## src/rtl/video_timing_gen.sv

```systemverilog
// video_timing_gen: parameterised VGA raster timing generator
// Ports:
//   clk            pixel clock
//   rst            synchronous reset, active-high
//   hc, vc         horizontal pixel / vertical line counters
//   display_enable high inside the active picture
//   hsync, vsync   sync pulses at HSYNC_POL / VSYNC_POL level while active
//   blank_n        DAC blank, identical to display_enable
//   line_start     one-cycle pulse on hc==0
//   frame_start    one-cycle pulse on hc==0 && vc==0
module video_timing_gen #(
    parameter int   HACTIVE   = 640,
    parameter int   HFP       = 16,
    parameter int   HSYNC     = 96,
    parameter int   HBP       = 48,
    parameter int   VACTIVE   = 480,
    parameter int   VFP       = 10,
    parameter int   VSYNC     = 2,
    parameter int   VBP       = 33,
    parameter logic HSYNC_POL = 1'b0,
    parameter logic VSYNC_POL = 1'b0,
    parameter int   CW        = 12
) (
    input  logic          clk,
    input  logic          rst,
    output logic [CW-1:0] hc,
    output logic [CW-1:0] vc,
    output logic          display_enable,
    output logic          hsync,
    output logic          vsync,
    output logic          blank_n,
    output logic          line_start,
    output logic          frame_start
);
    localparam int HTOTAL = HACTIVE + HFP + HSYNC + HBP;
    localparam int VTOTAL = VACTIVE + VFP + VSYNC + VBP;
    localparam logic [CW-1:0] H_LAST = CW'(HTOTAL - 1);
    localparam logic [CW-1:0] V_LAST = CW'(VTOTAL - 1);
    localparam logic [CW-1:0] H_ACT  = CW'(HACTIVE);
    localparam logic [CW-1:0] V_ACT  = CW'(VACTIVE);
    localparam logic [CW-1:0] H_SS   = CW'(HACTIVE + HFP);
    localparam logic [CW-1:0] H_SE   = CW'(HACTIVE + HFP + HSYNC);
    localparam logic [CW-1:0] V_SS   = CW'(VACTIVE + VFP);
    localparam logic [CW-1:0] V_SE   = CW'(VACTIVE + VFP + VSYNC);

    // run is low for the first edge after reset so (0,0) is held one extra cycle
    logic          run;
    logic          h_wrap;
    logic [CW-1:0] hn;
    logic [CW-1:0] vn;
    logic          de_n;
    logic          hs_on;
    logic          vs_on;

    // decode the next counter values so registered outputs line up with hc/vc
    always_comb begin
        h_wrap = hc == H_LAST;
        hn     = !run ? '0 : h_wrap ? '0 : hc + 1'b1;
        vn     = !run ? '0 : !h_wrap ? vc : (vc == V_LAST) ? '0 : vc + 1'b1;
        de_n   = (hn < H_ACT) && (vn < V_ACT);
        hs_on  = (hn >= H_SS) && (hn < H_SE);
        vs_on  = (vn >= V_SS) && (vn < V_SE);
    end

    always_ff @(posedge clk) begin
        if (rst) begin
            run            <= 1'b0;
            hc             <= '0;
            vc             <= '0;
            display_enable <= 1'b0;
            blank_n        <= 1'b0;
            line_start     <= 1'b0;
            frame_start    <= 1'b0;
            hsync          <= ~HSYNC_POL;
            vsync          <= ~VSYNC_POL;
        end else begin
            run            <= 1'b1;
            hc             <= hn;
            vc             <= vn;
            display_enable <= de_n;
            blank_n        <= de_n;
            line_start     <= hn == '0;
            frame_start    <= (hn == '0) && (vn == '0);
            hsync          <= hs_on ? HSYNC_POL : ~HSYNC_POL;
            vsync          <= vs_on ? VSYNC_POL : ~VSYNC_POL;
        end
    end
endmodule

```

## config.mk

```make
export PLATFORM = sky130hd
export DESIGN_NAME = video_timing_gen
export DESIGN_NICKNAME = d
export VERILOG_FILES = /design/src/rtl/video_timing_gen.sv
export SDC_FILE = /design/constraint.sdc
export NUM_CORES = 1
export LEC_CHECK = 0
export ABC_AREA = 1
export CAP_MARGIN = 20
export CORE_MARGIN = 1.5
export CORE_UTILIZATION = 47
export CTS_CLUSTER_SIZE = 10
export DETAILED_ROUTE_END_ITERATION = 7
export HOLD_SLACK_MARGIN = 0.1
export PLACE_DENSITY = 0.75
export SETUP_SLACK_MARGIN = 0.1
export SYNTH_ARGS = -nofsm -noshare
export SYNTH_HDL_FRONTEND = slang
export SYNTH_SLANG_ARGS = --single-unit
```

## constraint.sdc

```tcl
create_clock -name clk -period 1.8 [get_ports clk]
set_clock_uncertainty 0.1 [all_clocks]
set_input_delay 0.36 -clock clk [delete_from_list [all_inputs] [get_ports clk]]
set_output_delay 0.36 -clock clk [all_outputs]
set_load 0.02 [all_outputs]
```

# Yosys cells after proc, flatten, opt, wreduce, memory -nomap -nowiden
# Index checks and enable logic that the tools add are counted.
# word_totals
reg_bits	30
input_bits	2
word_cells	32
# classes
add_sub_neg	2
n_lt_le_gt_ge	6
eq_ne	2
n_mux	8
reduce_logical	6
# ops
cell	n
$mux 12	5
$add 12x1->12 const B	2
$eq 12x10->1 const B	2
$logic_not 12->1	2
$lt 12x10->1 const B	2
$lt 12x9->1 const B	2
$ge 12x10->1 const B	1
$ge 12x9->1 const B	1
$logic_and 1x1->1	4
$mux 1	3

# Logic depth before layout (Yosys ltp)
# logic_depth
ltp_word	7
mapped_depth	13

# Worst setup path after synthesis
# OpenSTA, ideal clock, no wires.
# synth_path
path_kind	register to register
start	reg hc[0]
end	reg vsync
setup_time_ns	0.120
arrival_ns	1.714
t_required_ns	1.580
setup_slack_ns	-0.135
stages_incl_launch_ff	14
period_less_slack_ns	1.935
path_cell_list	dfxtp_1 > ha_1 > nand2_2 > nor2_8 > nand2_2 > nor2_4 > buf_6 > nand3_2 > nand3_2 > nand2_1 > nand2_1 > nand2_1 > inv_1 > nand3_1
# synth_between
elab_chain_cells	6
word_cells_on_any_way	7
cone_classes	2 x order compare; 1 x eq/ne; 3 x mux; 1 x reduce/logical
# synth_rtl
item	line_no	text
start, declared	26	output logic [CW-1:0] hc,
start signal, assigned	78	hc <= hn;
$eq 12x10->1 *	57	h_wrap = hc == H_LAST;
$mux 12 * (2 in a row)	59	vn = !run ? '0 : !h_wrap ? vc : (vc == V_LAST) ? '0 : vc + 1'b1;
$ge 12x9->1 or $lt 12x9->1 (tied branches)	62	vs_on = (vn >= V_SS) && (vn < V_SE);
$logic_and 1x1->1 *	62	
$mux 1 *	85	vsync <= vs_on ? VSYNC_POL : ~VSYNC_POL;
end signal, assigned	75	vsync <= ~VSYNC_POL;
end signal, assigned	85	
end, declared	30	output logic vsync,
# Mark *: on every way between the ends. The rest lies on a longest branch, timed or not.
# A chain may end at the register's enable or synchronous reset.

# Final worst setup path
# layout_path
start	reg vc[0]
end	reg vsync
# layout_between
elab_chain_cells	7
word_cells_on_any_way	9
cone_classes	1 x add/sub; 2 x order compare; 1 x eq/ne; 4 x mux; 1 x reduce/logical
# layout_rtl
item	line_no	text
start, declared	27	output logic [CW-1:0] vc,
start signal, assigned	79	vc <= vn;
$add 12x1->12 or $eq 12x10->1 (tied branches)	59	
$mux 12	59	
$mux 12 * (2 in a row)	59	
$ge 12x9->1 or $lt 12x9->1 (tied branches)	62	
$logic_and 1x1->1 *	62	
$mux 1 *	85	
# Marks and branches as above.

==> run_results.csv <==
group,metric,value,unit
logic_synthesis,ys_ff_latch,30,
clock_network,numClockSinks,30,
global_route,grt_pass1_vias,2064,
clock_network,cts_tree,"yes",
logic_synthesis,synth_top_area_share,32.54,%
critical_path,cp_data_arrival_time,1.98,ns
status,violations,"negative setup slack",
die,initial_utilization,49.66,%
placement,gp_congestion,0.9724,
pwr,ir_worst_vdd,0.4459,mV
pwr,p_switching,0.3164,mW
route,dr.pass1.iters,5,
route,drc_errors,0,
route,num_vias,2277,
sta,rsz0062_at_grt,"true",
route,totalWireLength,6011,um
global_route,overflow,0,
global_route,grt_pass1_wl,9018,um
sta,fmax,0.5218,GHz
critical_path,reg2reg_from,"vc[0]$_SDFF_PP0_",
pwr,pwr-share-clk,40.0,%
die,ioPinCount,32,
critical_path,crit_path_end_kind,"register",
pwr,p_leak,1.479,nW
global_route,antenna_found_initial,0,
logic_synthesis,synth_fp_nets,306,
clock_network,cts_inserted_buffers,5,
placement,dp_hpwl,4008,um
critical_path,start_kind,"register",
clock_network,cts_root_buffer,"clkbuf_8",
pwr,seq_power_share,52.7,%
pwr,finalPower,1.290,mW
pwr,swShare,24.52,%
critical_path,crit_start,"vc[0]$_SDFF_PP0_",
cells_and_area,area_delta_synth_final,56.07,%
critical_path,r2r_slack,-0.12,ns
die,die-area,0.004311,sq mm
logic_synthesis,yosysTopAreaCell,"dfxtp_1",
sta,tns,-0.2102,ns
route,wl_per_cell,13.91,um
sta,period_share,106.5,%
sta,setup_viol,3,
clock_network,clkLatencyLatePin,0.29,ns
pwr,p_comb_share,7.4,%
route,postRouteAntennaNets,0,
logic_synthesis,synth_seq_area_share,32.54,%
pwr,p_int,0.9741,mW
die,die_y,65.66,um
placement,placed_area,0.002524,sq mm
sta,setup_ws,-0.1164,ns
hold_path,min_path_type,"register to register",
route,drtIter0Drc,265,
cells_and_area,register_area,616.8,sq um
cells_and_area,final_nets,388,
sta,tightest_slew,0.4833,ns
clock_network,clk_path_buf_depth,2,
hold_path,hp-start,"hc[0]$_SDFF_PP0_",
logic_synthesis,synthCells,301,
sta,maxSlewViolCount,0,
global_route,grt_max_degree,14,
route,viasPerCell,5.271,
cells_and_area,mostFrequentLayoutCells,"nand2_1 (68), buf_4 (46), nor2_1 (44)",
die,fp.dieW,65.66,um
clock_network,cts-hold-fix-buffers,0,
cells_and_area,multi_input_area,0.001285,sq mm
logic_synthesis,yosysUniqueCellTypes,20,
logic_synthesis,synth_area,0.001846,sq mm
pwr,power_density,448.0,mW/mm^2
cells_and_area,nFillCells,266,
sta,period_minus_slack,1.916,ns
logic_synthesis,synthTopCellsByArea,"dfxtp_1 (33%), nand2_1 (16%), nor2_1 (13%)",
cells_and_area,fin_area,0.002880,sq mm
logic_synthesis,yosysWarningCount,0,
critical_path,path_max_fanout,4,
sta,report.final.hold_viol_count,0,
die,coreArea,0.003716,sq mm
clock_network,clkTransAtPathRegs,0.06,ns
clock_network,htree_levels,2,
global_route,grtUsageTotal,27.51,%
placement,place_ws,-0.08267,ns
die,num_rows,22,
flow_run,cap_violations,0,
critical_path,path_class,"register to register",
cells_and_area,layout-drive-gt1-share,33.07,%
logic_synthesis,syn_area_per_cell,6.131,sq um
sta,slew_headroom,67.73,%
cells_and_area,mostFrequentLayoutCell,"nand2_1",
status,status,"complete, but fails checks",
critical_path,cp_data_required_time,1.87,ns
placement,portBuffers,31,
cells_and_area,n_antenna_cell,0,
## state kept, by name, indices dropped and copies added (netlist names)
name,count
hc,12
hsync,1
blank_n,1
vsync,1
run,1
line_start,1
vc,12
frame_start,1
## cell type report
cell class / instances / area share, %
clock buffer: 6 / 2.520
clock inverter: 2 / 0.3041
inverter: 42 / 5.473
multi-input combinational: 222 / 44.61
sequential: 30 / 21.42
tap: 48 / 2.085
timing repair buffer: 82 / 23.59
## stage by stage
step | hold slack, ns | utilization [%] | instances
floorplan | 0.4669 | - | 301
global placement | 0.4371 | 67.91 | 415
detailed placement | 0.4429 | 67.91 | 415
CTS | 0.4548 | 73.13 | 426
global route | 0.4831 | 77.51 | 432
finish | 0.4647 | 77.51 | 432
## path summary, 6_finish.rpt
check                     endpoint  cells after the start
hold reg to reg   hc[0]$_SDFF_PP0_                      3
setup / recovery  vsync$_SDFF_PP1_                     12
setup reg to reg  vsync$_SDFF_PP1_                     12
hold / removal    hc[0]$_SDFF_PP0_                      3
## cells by family (layout without fill, tap and decap cells)
group,Yosys count,after routing,share of synthesized area (%)
AO/OA/AOI/OAI,10,10,2.711
XOR/XNOR,5,5,2.373
AND/OR/NAND/NOR,204,204,49.76
adder cells (fa/ha/maj),3,3,2.034
buffers and inverters,49,132,10.58
flip-flops,30,30,32.54
## synthesized netlist by cell type (all sizes together)
master   n
nand3   42
and2     2
buf      2
o21ai    9
dfxtp   30
inv     42
clkbuf   5
nand4    5
xor2     5
ha       3
a21oi    1
nand2   84
nor3     5
nor2    66
## power by group through the flow
stage | combinational, mW | sequential [mW] | clock (mW)
6_report | 0.0949 | 0.680 | 0.516
5_1_grt | 0.100 | 0.679 | 0.569
4_1_cts | 0.0855 | 0.679 | 0.536
3_5_place_dp | 0.0805 | 0.693 | 0
3_3_place_gp | 0.0796 | 0.693 | 0
2_1_floorplan | 0.0364 | 0.699 | 0
## routing by layer
layer	vias up	part of all wire, %	GRT usage, %	wire, um
li1	1100	-	-	-
met1	1045	43	35.24	2592
met2	115	47	43.69	2818
met3	17	7.0	6.678	423
met4	0	2.9	11.98	177
met5	-	0	0	0
## repair_timing
item,in CTS,in global routing
endpoints found under the setup margin,32,11
gates resized for setup,64,36
pin swaps,17,18
buffers inserted,3,7
## worst max-delay path: stages, from the launching register on
cell	delay, ns
dfxtp_2	0.36
buf_4	0.13
nand2_1	0.06
nor2_2	0.14
nand2_1	0.12
nand2_1	0.08
nand2_1	0.05
nand2_1	0.05
nand3_1	0.18
nor2_2	0.20
inv_1	0.08
nor2_1	0.14
nand3_1	0.10
(Power assumes the default switching activity.)
